===== config.mk =====
export PLATFORM = sky130hd
export DESIGN_NAME = btn_repeat_ctrl_flat
export DESIGN_NICKNAME = d
export VERILOG_FILES = /design/src/rtl/clock_pkg.sv /design/src/rtl/btn_repeat_ctrl_if.sv /design/src/rtl/repeat_tick_counter.sv /design/src/rtl/btn_repeat_ctrl.sv /design/src/flat_wrapper.sv
export SDC_FILE = /design/constraint.sdc
export NUM_CORES = 1
export LEC_CHECK = 0
export ABC_CLOCK_PERIOD_IN_PS = 3600
export BUFFER_PORTS_ARGS = -buffer_cell sky130_fd_sc_hd__buf_2
export CAP_MARGIN = 20
export CORE_ASPECT_RATIO = 0.6
export CORE_MARGIN = 3
export CORE_UTILIZATION = 50
export DETAILED_ROUTE_END_ITERATION = 8
export PLACE_DENSITY = 0.76
export SYNTH_ARGS = -nofsm -noshare
export SYNTH_HDL_FRONTEND = slang
export SYNTH_SLANG_ARGS = --single-unit

===== constraint.sdc =====
create_clock -name clk_pi -period 3.6 [get_ports clk_pi]
set_clock_uncertainty 0.2 [all_clocks]
set_input_delay 0.72 -clock clk_pi [delete_from_list [all_inputs] [get_ports clk_pi]]
set_output_delay 0.72 -clock clk_pi [all_outputs]
set_load 0.01 [all_outputs]

===== src/rtl/clock_pkg.sv =====
// Purpose : shared types for the clock/alarm button path (FSM state, increment target, button owner).
// Latency : n/a (types and helpers only).
// Backpressure: n/a; no flow control in this block family.
package clock_pkg;

   typedef enum logic [1:0] {
      IDLE    = 2'd0,
      HOLD    = 2'd1,
      REPEAT  = 2'd2,
      LOCKOUT = 2'd3
   } state_t;

   typedef enum logic [1:0] {
      TGT_CLK = 2'd0,
      TGT_AL0 = 2'd1,
      TGT_AL1 = 2'd2
   } target_t;

   typedef enum logic {
      OWN_MIN  = 1'b0,
      OWN_HOUR = 1'b1
   } owner_t;

   // alarm1 select outranks alarm0; with neither selected the clock is the target
   function automatic target_t sel_to_target(input logic sel_al0, input logic sel_al1);
      target_t t;
      if (sel_al1)      t = TGT_AL1;
      else if (sel_al0) t = TGT_AL0;
      else              t = TGT_CLK;
      return t;
   endfunction

endpackage


===== src/rtl/btn_repeat_ctrl_if.sv =====
// Purpose : bundles the button/select levels, timebase strobe and the increment pulse outputs.
// Latency : n/a (wires only).
// Backpressure: none; pulses are fire-and-forget one-cycle strobes.
// Ports   : master = debouncer/timebase side (drives levels, consumes pulses),
//           slave  = btn_repeat_ctrl (consumes levels, drives pulses and status).
interface btn_repeat_ctrl_if;

   logic tick_en_pi;
   logic btn_min_pi;
   logic btn_hour_pi;
   logic sel_alarm0_pi;
   logic sel_alarm1_pi;
   logic clk_inc_min_po;
   logic clk_inc_hour_po;
   logic al0_inc_min_po;
   logic al0_inc_hour_po;
   logic al1_inc_min_po;
   logic al1_inc_hour_po;
   logic active_po;
   logic fast_po;

   modport master (
      output tick_en_pi, btn_min_pi, btn_hour_pi, sel_alarm0_pi, sel_alarm1_pi,
      input  clk_inc_min_po, clk_inc_hour_po, al0_inc_min_po, al0_inc_hour_po,
             al1_inc_min_po, al1_inc_hour_po, active_po, fast_po
   );

   modport slave (
      input  tick_en_pi, btn_min_pi, btn_hour_pi, sel_alarm0_pi, sel_alarm1_pi,
      output clk_inc_min_po, clk_inc_hour_po, al0_inc_min_po, al0_inc_hour_po,
             al1_inc_min_po, al1_inc_hour_po, active_po, fast_po
   );

endinterface


===== src/rtl/repeat_tick_counter.sv =====
// Purpose : tick counter plus repeat-pulse counter; flags expiry of the currently selected period.
// Latency : expire_po/fast_nxt_po are combinational from the registered counts and inputs.
// Backpressure: none; clr_pi overrides adv_pi.
// Ports   : clk_pi/rst_n_pi clock and sync active-low reset; clr_pi zeroes both counts;
//           adv_pi is the tick strobe; hold_mode_pi selects the HOLD period (else repeat period);
//           expire_po = this tick ends the period; fast_nxt_po = repeat count will be saturated.
module repeat_tick_counter #(
   parameter int HOLD_TICKS   = 50,
   parameter int REPEAT_TICKS = 20,
   parameter int FAST_AFTER   = 8,
   parameter int FAST_TICKS   = 5,
   parameter int CNT_W        = 8
) (
   input  logic clk_pi,
   input  logic rst_n_pi,
   input  logic clr_pi,
   input  logic adv_pi,
   input  logic hold_mode_pi,
   output logic expire_po,
   output logic fast_nxt_po
);

   localparam logic [CNT_W-1:0] HOLD_M1   = CNT_W'(HOLD_TICKS - 1);
   localparam logic [CNT_W-1:0] REPEAT_M1 = CNT_W'(REPEAT_TICKS - 1);
   localparam logic [CNT_W-1:0] FAST_M1   = CNT_W'(FAST_TICKS - 1);
   localparam logic [CNT_W-1:0] FAST_SAT  = CNT_W'(FAST_AFTER);

   logic [CNT_W-1:0] tick_q, tick_d;
   logic [CNT_W-1:0] rep_q, rep_d;
   logic [CNT_W-1:0] period_m1;
   logic             at_end;

   always_comb begin
      if (hold_mode_pi)          period_m1 = HOLD_M1;
      else if (rep_q < FAST_SAT) period_m1 = REPEAT_M1;
      else                       period_m1 = FAST_M1;

      at_end    = (tick_q == period_m1);
      expire_po = adv_pi & at_end;

      tick_d = tick_q;
      rep_d  = rep_q;
      if (clr_pi) begin
         tick_d = '0;
         rep_d  = '0;
      end else if (adv_pi) begin
         if (at_end) begin
            tick_d = '0;
            // the HOLD expiry pulse is not a repeat; only REPEAT pulses advance the rate count
            if (!hold_mode_pi && (rep_q < FAST_SAT)) rep_d = rep_q + 1'b1;
         end else begin
            tick_d = tick_q + 1'b1;
         end
      end

      fast_nxt_po = (rep_d == FAST_SAT);
   end

   always_ff @(posedge clk_pi) begin
      if (!rst_n_pi) begin
         tick_q <= '0;
         rep_q  <= '0;
      end else begin
         tick_q <= tick_d;
         rep_q  <= rep_d;
      end
   end

endmodule


===== src/rtl/btn_repeat_ctrl.sv =====
// Purpose : turns debounced minute/hour button levels into one-cycle increment pulses with auto-repeat,
//           routed to the clock or one alarm latched at press time.
// Latency : press seen at cycle N -> pulse at N+1; all outputs registered.
// Backpressure: none; at most one pulse output high per cycle.
// Ports   : clk_pi, rst_n_pi (sync, active-low); bus = btn_repeat_ctrl_if.slave
//           (tick_en/button/select levels in, six increment pulses plus active/fast status out).
module btn_repeat_ctrl
   import clock_pkg::*;
#(
   parameter int HOLD_TICKS   = 50,
   parameter int REPEAT_TICKS = 20,
   parameter int FAST_AFTER   = 8,
   parameter int FAST_TICKS   = 5,
   parameter int CNT_W        = 8
) (
   input  logic             clk_pi,
   input  logic             rst_n_pi,
   btn_repeat_ctrl_if.slave bus
);

   state_t     state_q, state_d;
   target_t    tgt_q, tgt_cur, pulse_tgt;
   owner_t     own_q, own_cur, pulse_own;
   logic [1:0] sel_q, sel_cur;

   logic btn_min_q, btn_hour_q;
   logic seen_low_min_q, seen_low_hour_q;
   logic press_min, press_hour, press_any;
   logic busy, owner_lvl, release_btn, sel_chg, leave;
   logic expire, fast_nxt, cnt_clr;

   logic       pulse;
   logic [5:0] inc_d, inc_q;   // {al1 hour, al1 min, al0 hour, al0 min, clk hour, clk min}
   logic       active_d, active_q, fast_d, fast_q;

   // A press needs the level to have been seen low since reset, so a button
   // still held through reset must be released and pressed again.
   assign press_min  = bus.btn_min_pi  & ~btn_min_q  & seen_low_min_q;
   assign press_hour = bus.btn_hour_pi & ~btn_hour_q & seen_low_hour_q;
   assign press_any  = press_min | press_hour;

   assign sel_cur = {bus.sel_alarm1_pi, bus.sel_alarm0_pi};
   assign tgt_cur = sel_to_target(bus.sel_alarm0_pi, bus.sel_alarm1_pi);
   assign own_cur = press_min ? OWN_MIN : OWN_HOUR;   // minute wins a same-cycle double press

   assign busy        = (state_q == HOLD) || (state_q == REPEAT);
   assign owner_lvl   = (own_q == OWN_MIN) ? bus.btn_min_pi : bus.btn_hour_pi;
   assign release_btn = busy & ~owner_lvl;
   assign sel_chg     = busy & (sel_cur != sel_q);
   assign leave       = release_btn | sel_chg;

   // counters run only while holding; any exit clears them so a release can never fire a pulse
   assign cnt_clr = !busy || leave;

   repeat_tick_counter #(
      .HOLD_TICKS  (HOLD_TICKS),
      .REPEAT_TICKS(REPEAT_TICKS),
      .FAST_AFTER  (FAST_AFTER),
      .FAST_TICKS  (FAST_TICKS),
      .CNT_W       (CNT_W)
   ) u_cnt (
      .clk_pi      (clk_pi),
      .rst_n_pi    (rst_n_pi),
      .clr_pi      (cnt_clr),
      .adv_pi      (bus.tick_en_pi),
      .hold_mode_pi(state_q == HOLD),
      .expire_po   (expire),
      .fast_nxt_po (fast_nxt)
   );

   // state register plus press-time latches and edge-detect history
   always_ff @(posedge clk_pi) begin
      if (!rst_n_pi) begin
         state_q         <= IDLE;
         tgt_q           <= TGT_CLK;
         own_q           <= OWN_MIN;
         sel_q           <= 2'b00;
         btn_min_q       <= 1'b0;
         btn_hour_q      <= 1'b0;
         seen_low_min_q  <= 1'b0;
         seen_low_hour_q <= 1'b0;
      end else begin
         state_q         <= state_d;
         btn_min_q       <= bus.btn_min_pi;
         btn_hour_q      <= bus.btn_hour_pi;
         seen_low_min_q  <= seen_low_min_q  | ~bus.btn_min_pi;
         seen_low_hour_q <= seen_low_hour_q | ~bus.btn_hour_pi;
         if ((state_q == IDLE) && press_any) begin
            tgt_q <= tgt_cur;
            own_q <= own_cur;
            sel_q <= sel_cur;
         end
      end
   end

   // next-state logic; release outranks select change and tick expiry
   always_comb begin
      state_d = state_q;
      case (state_q)
         IDLE:    if (press_any) state_d = HOLD;
         HOLD: begin
            if (release_btn)  state_d = IDLE;
            else if (sel_chg) state_d = LOCKOUT;
            else if (expire)  state_d = REPEAT;
         end
         REPEAT: begin
            if (release_btn)  state_d = IDLE;
            else if (sel_chg) state_d = LOCKOUT;
         end
         LOCKOUT: if (!bus.btn_min_pi && !bus.btn_hour_pi) state_d = IDLE;
         default: state_d = IDLE;
      endcase
   end

   // output decode
   always_comb begin
      pulse     = ((state_q == IDLE) && press_any) || (busy && !leave && expire);
      pulse_tgt = (state_q == IDLE) ? tgt_cur : tgt_q;
      pulse_own = (state_q == IDLE) ? own_cur : own_q;

      inc_d = 6'b000000;
      if (pulse) begin
         case (pulse_tgt)
            TGT_AL0: begin
               inc_d[2] = (pulse_own == OWN_MIN);
               inc_d[3] = (pulse_own == OWN_HOUR);
            end
            TGT_AL1: begin
               inc_d[4] = (pulse_own == OWN_MIN);
               inc_d[5] = (pulse_own == OWN_HOUR);
            end
            default: begin
               inc_d[0] = (pulse_own == OWN_MIN);
               inc_d[1] = (pulse_own == OWN_HOUR);
            end
         endcase
      end

      active_d = (state_d == HOLD) || (state_d == REPEAT);
      fast_d   = (state_d == REPEAT) && fast_nxt;
   end

   always_ff @(posedge clk_pi) begin
      if (!rst_n_pi) begin
         inc_q    <= 6'b000000;
         active_q <= 1'b0;
         fast_q   <= 1'b0;
      end else begin
         inc_q    <= inc_d;
         active_q <= active_d;
         fast_q   <= fast_d;
      end
   end

   assign bus.clk_inc_min_po  = inc_q[0];
   assign bus.clk_inc_hour_po = inc_q[1];
   assign bus.al0_inc_min_po  = inc_q[2];
   assign bus.al0_inc_hour_po = inc_q[3];
   assign bus.al1_inc_min_po  = inc_q[4];
   assign bus.al1_inc_hour_po = inc_q[5];
   assign bus.active_po       = active_q;
   assign bus.fast_po         = fast_q;

endmodule


===== src/flat_wrapper.sv =====
// flat-port wrapper written by rule: the top's interface ports become plain ports
module btn_repeat_ctrl_flat import clock_pkg::*;
#(
   parameter int HOLD_TICKS   = 50,
   parameter int REPEAT_TICKS = 20,
   parameter int FAST_AFTER   = 8,
   parameter int FAST_TICKS   = 5,
   parameter int CNT_W        = 8
)
  (clk_pi, rst_n_pi, bus_tick_en_pi, bus_btn_min_pi, bus_btn_hour_pi, bus_sel_alarm0_pi, bus_sel_alarm1_pi, bus_clk_inc_min_po, bus_clk_inc_hour_po, bus_al0_inc_min_po, bus_al0_inc_hour_po, bus_al1_inc_min_po, bus_al1_inc_hour_po, bus_active_po, bus_fast_po);
  btn_repeat_ctrl_if bus_i ();
  input  logic clk_pi;
  input  logic rst_n_pi;
  input wire logic [$bits(bus_i.tick_en_pi)-1:0] bus_tick_en_pi;
  input wire logic [$bits(bus_i.btn_min_pi)-1:0] bus_btn_min_pi;
  input wire logic [$bits(bus_i.btn_hour_pi)-1:0] bus_btn_hour_pi;
  input wire logic [$bits(bus_i.sel_alarm0_pi)-1:0] bus_sel_alarm0_pi;
  input wire logic [$bits(bus_i.sel_alarm1_pi)-1:0] bus_sel_alarm1_pi;
  output wire logic [$bits(bus_i.clk_inc_min_po)-1:0] bus_clk_inc_min_po;
  output wire logic [$bits(bus_i.clk_inc_hour_po)-1:0] bus_clk_inc_hour_po;
  output wire logic [$bits(bus_i.al0_inc_min_po)-1:0] bus_al0_inc_min_po;
  output wire logic [$bits(bus_i.al0_inc_hour_po)-1:0] bus_al0_inc_hour_po;
  output wire logic [$bits(bus_i.al1_inc_min_po)-1:0] bus_al1_inc_min_po;
  output wire logic [$bits(bus_i.al1_inc_hour_po)-1:0] bus_al1_inc_hour_po;
  output wire logic [$bits(bus_i.active_po)-1:0] bus_active_po;
  output wire logic [$bits(bus_i.fast_po)-1:0] bus_fast_po;
  assign bus_i.tick_en_pi = bus_tick_en_pi;
  assign bus_i.btn_min_pi = bus_btn_min_pi;
  assign bus_i.btn_hour_pi = bus_btn_hour_pi;
  assign bus_i.sel_alarm0_pi = bus_sel_alarm0_pi;
  assign bus_i.sel_alarm1_pi = bus_sel_alarm1_pi;
  assign bus_clk_inc_min_po = bus_i.clk_inc_min_po;
  assign bus_clk_inc_hour_po = bus_i.clk_inc_hour_po;
  assign bus_al0_inc_min_po = bus_i.al0_inc_min_po;
  assign bus_al0_inc_hour_po = bus_i.al0_inc_hour_po;
  assign bus_al1_inc_min_po = bus_i.al1_inc_min_po;
  assign bus_al1_inc_hour_po = bus_i.al1_inc_hour_po;
  assign bus_active_po = bus_i.active_po;
  assign bus_fast_po = bus_i.fast_po;
  btn_repeat_ctrl #(.HOLD_TICKS(HOLD_TICKS), .REPEAT_TICKS(REPEAT_TICKS), .FAST_AFTER(FAST_AFTER), .FAST_TICKS(FAST_TICKS), .CNT_W(CNT_W)) u_core (.clk_pi(clk_pi), .rst_n_pi(rst_n_pi), .bus(bus_i));
endmodule

==> run_results.csv <==
group,metric,value,unit
setup_path,path_cells,"inv_1 > ha_1 > xor2_1 > nor4_4 > o31ai_1 > o2111ai_1 > and2_1 > ha_1 > o2111a_1",
setup_path,worst_r2r_path_depth,9,
floorplan,die_area,4050,sq um
synth,ys_seq_area_frac,0.412,
grt,grt_max_degree,15,
sta,setup_tns,0,ns
cts,cts_inserted_buffers,5,
pwr,p_leak,0.799,nW
routing,viasPerCell,5.41,
cells_and_area,final_nets,210,
setup_path,cp_data_arrival_time,2.59,ns
hold_path,hold_path_class,"flop to flop",
cts,ctsLongestPathBuffers,2,
synth,avgSynthCellArea,9.44,sq um
pwr,p_total,1.10,mW
cells_and_area,multi_input_area,926,sq um
cts,clock_latency,0.29,ns
cells_and_area,drive_gt1_frac,0.159,
hold_path,hold_end,"u_core.u_cnt.rep_q[4]",
sta,max_freq,389,MHz
placed_design,dp_cells,229,
cts,cts-root-buf,"clkbuf_8",
cts,hold_buffers,0,
synth,yosysWarnings,0,
cells_and_area,nFillCells,258,
sta,setup_violations,0,
grt,overflow,0,
pwr,power_density,586,nW/um^2
grt,antenna_found_initial,0,
placed_design,post_dp_cell_area,1770,sq um
cts,post_cts_buffers,0,
sta,hold_viol_final,0,
cells_and_area,seqCellArea,681,sq um
synth,synthMuxAreaShare,0.0424,
pwr,peakVddDrop,0.307,mV
routing,drt.antenna.violating_nets,0,
floorplan,pin_count,15,
cts,post_cts_resize_count,0,
setup_path,cp_slowest_cell,"dfxtp_1",
status,status,"completed",
placed_design,port-buffer-count,14,
cts,cts_max_level,2,
setup_path,r2r_end,"u_core.bus.fast_po",
sta,finalWorstPathRequiredPeriod,2.57,ns
placed_design,gp_congestion,0.882,
sta,slew_violations,0,
routing,drtIter0Drc,88,
routing,drt_wl_total,3220,microns
synth,syn_inst,175,
cells_and_area,stdcell_count,237,
floorplan,num_rows,15,
floorplan,dieHeight,50.5,microns
synth,yosys_register_bits,34,
hold_path,min_path_cells,2,
grt,grt_pass1_vias,1137,
sta,relSlewSlack,0.471,
cells_and_area,antennaDiodeCount,0,
placed_design,dp_hpwl,2430,microns
cts,cts_tree,"built",
setup_path,crit_path_start_kind,"flop",
flow_run,maxCapViolCount,0,
synth,yosys.area_share.simple,0.252,
floorplan,die_x,80.2,microns
routing,dr_total_vias,1283,
cts,clock-sinks,34,
setup_path,crit_fanout,9,
synth,synth-xor-area-share,0.0583,
setup_path,endpoint_kind,"flop",
cells_and_area,syn2layout_area_growth,13.4,%
setup_path,crit_cells,9,
cells_and_area,fin_area,1870,sq um
setup_path,crit_type,"flop to flop",
setup_path,rr_startpoint,"u_core.state_q[1]",
synth,synth-compound-area-share,0.139,
synth,synth_nets,191,
sta,rsz0062_at_grt,"no",
cts,cts.clk_slew.worst_paths,0.07,ns
grt,track_usage,0.179,
synth,ys_types,39,
setup_path,critPathBufInv,1,
routing,drc_errors,0,
synth,synth_area,1650,sq um
setup_path,crit_family,"compound AO/OA/AOI/OAI gates",
routing,wire_per_inst,13.6,microns
setup_path,reg2reg_setup_slack,1.03,ns
setup_path,crit_required,3.62,ns
floorplan,initial_core_util,0.550,
setup_path,cpMostUsedCell,"ha_1",
sta,worstMarginPinSlew,0.792,ns
sta,timing.final.crit_share,0.715,
synth,synthAdderAreaFrac,0.0682,
hold_path,min-delay-start,"u_core.u_cnt.rep_q[4]",
routing,dr.pass1.iters,7,
sta,hold_slack,0.252,ns
setup_path,slowest_delay,0.43,ns
grt,grt_pass1_wl,5330,microns
floorplan,core_region_area,3000,sq um
synth,synth_top_family_by_area,"simple AND/OR/NAND/NOR gates",
## cell usage in the layout (no fill, tap or decap), types with 5 or more instances in the layout
master	count
nor3b_1	7
and2_1	5
a21oi_1	6
clkbuf_8	5
buf_2	14
mux2i_1	7
nand2_1	13
inv_1	10
dfxtp_1	34
nor2_1	18
xnor2_1	6
nor2b_1	5
xor2_1	5
ha_1	9
## through the flow
step | setup slack (ns) | utilization
after floorplan | 1.38 | -
final | 1.03 | 0.624
after detailed placement | 0.982 | 0.588
after global placement | 0.994 | 0.588
after global routing | 0.798 | 0.624
after CTS | 1.04 | 0.624
## cell type report
cell class | instances | area share
clock inverter | 1 | 0.0160
clock buffer | 7 | 0.0407
timing repair buffer | 14 | 0.0374
sequential | 34 | 0.363
tap | 42 | 0.0281
inverter | 10 | 0.0200
multi-input combinational | 129 | 0.494
## where the power goes
group	switching [mW]	total, mW	internal [mW]
Clock	0.131	0.338	0.207
Sequential	0.0218	0.424	0.402
Combinational	0.203	0.336	0.133
## worst max-delay path by stage
stage                      start                    to  slack (ns)
2_1_floorplan     bus_tick_en_pi  u_core.bus.active_po        1.38
3_3_place_gp      bus_tick_en_pi    u_core.bus.fast_po        0.99
3_5_place_dp      bus_tick_en_pi  u_core.bus.active_po        0.98
4_1_cts        u_core.state_q[1]    u_core.bus.fast_po        1.04
5_1_grt        u_core.state_q[1]    u_core.bus.fast_po        0.80
6_report       u_core.state_q[1]    u_core.bus.fast_po        1.03
## flip-flops by register name, summed over array words and instances, names as in the netlist
signal,flops
u_core.tgt_q,1
u_core.bus.active_po,1
u_core.seen_low_hour_q,1
u_core.u_cnt.rep_q,8
u_core.state_q,2
u_core.u_cnt.tick_q,8
u_core.inc_q,6
u_core.btn_min_q,1
u_core.bus.fast_po,1
u_core.btn_hour_q,1
u_core.sel_q,2
u_core.seen_low_min_q,1
u_core.own_q,1
## worst reg2reg max path: stages (launching register included)
cell       delay, ns
dfxtp_1         0.43
inv_1           0.11
ha_1            0.26
xor2_1          0.19
nor4_4          0.39
o31ai_1         0.20
o2111ai_1       0.24
and2_1          0.16
ha_1            0.17
o2111a_1        0.18
## synthesized netlist by cell type
library cell,instances,area [sq um]
a2111o_1,1,11.3
a211oi_2,1,12.5
a21boi_0,4,30.0
a21o_1,1,7.51
a21oi_1,6,30.0
a31oi_1,4,25.0
a32oi_2,1,16.3
and2_1,5,31.3
and2_2,1,7.51
and3_1,2,12.5
and4_2,1,10.0
clkbuf_1,2,7.51
dfxtp_1,34,681
ha_1,9,113
inv_1,10,37.5
mux2i_1,7,70.1
nand2_1,13,48.8
nand2b_1,3,18.8
nand3_1,4,20.0
nand3b_1,3,22.5
nand4_1,2,12.5
nor2_1,18,67.6
nor2b_1,5,31.3
nor3b_1,7,52.6
nor4_4,2,42.5
o2111a_1,1,11.3
o2111ai_1,1,8.76
o211a_1,1,10.0
o211ai_1,1,7.51
o21a_1,3,22.5
o21ai_0,4,20.0
o31a_2,1,10.0
o31ai_1,1,7.51
or2_2,2,12.5
or3_1,1,6.26
or3_4,1,11.3
or3b_2,1,8.76
xnor2_1,6,52.6
xor2_1,5,43.8
## routing by layer
| layer | vias up | routed length [microns] | track usage |
|---|---|---|---|
| met5 | - | 0 | 0 |
| met4 | 0 | 32 | 0.0730 |
| met3 | 4 | 164 | 0.0753 |
| met2 | 29 | 1400 | 0.255 |
| met1 | 603 | 1620 | 0.238 |
| li1 | 647 | - | - |
## cells by family (layout without fill, tap and decap cells)
kind of cell,count (synthesis),in the layout
simple gates,71,71
flops,34,34
compound gates,31,31
buf+inv,12,32
xor+xnor,11,11
fa+ha+maj,9,9
mux,7,7
(Power assumes the default switching activity.)
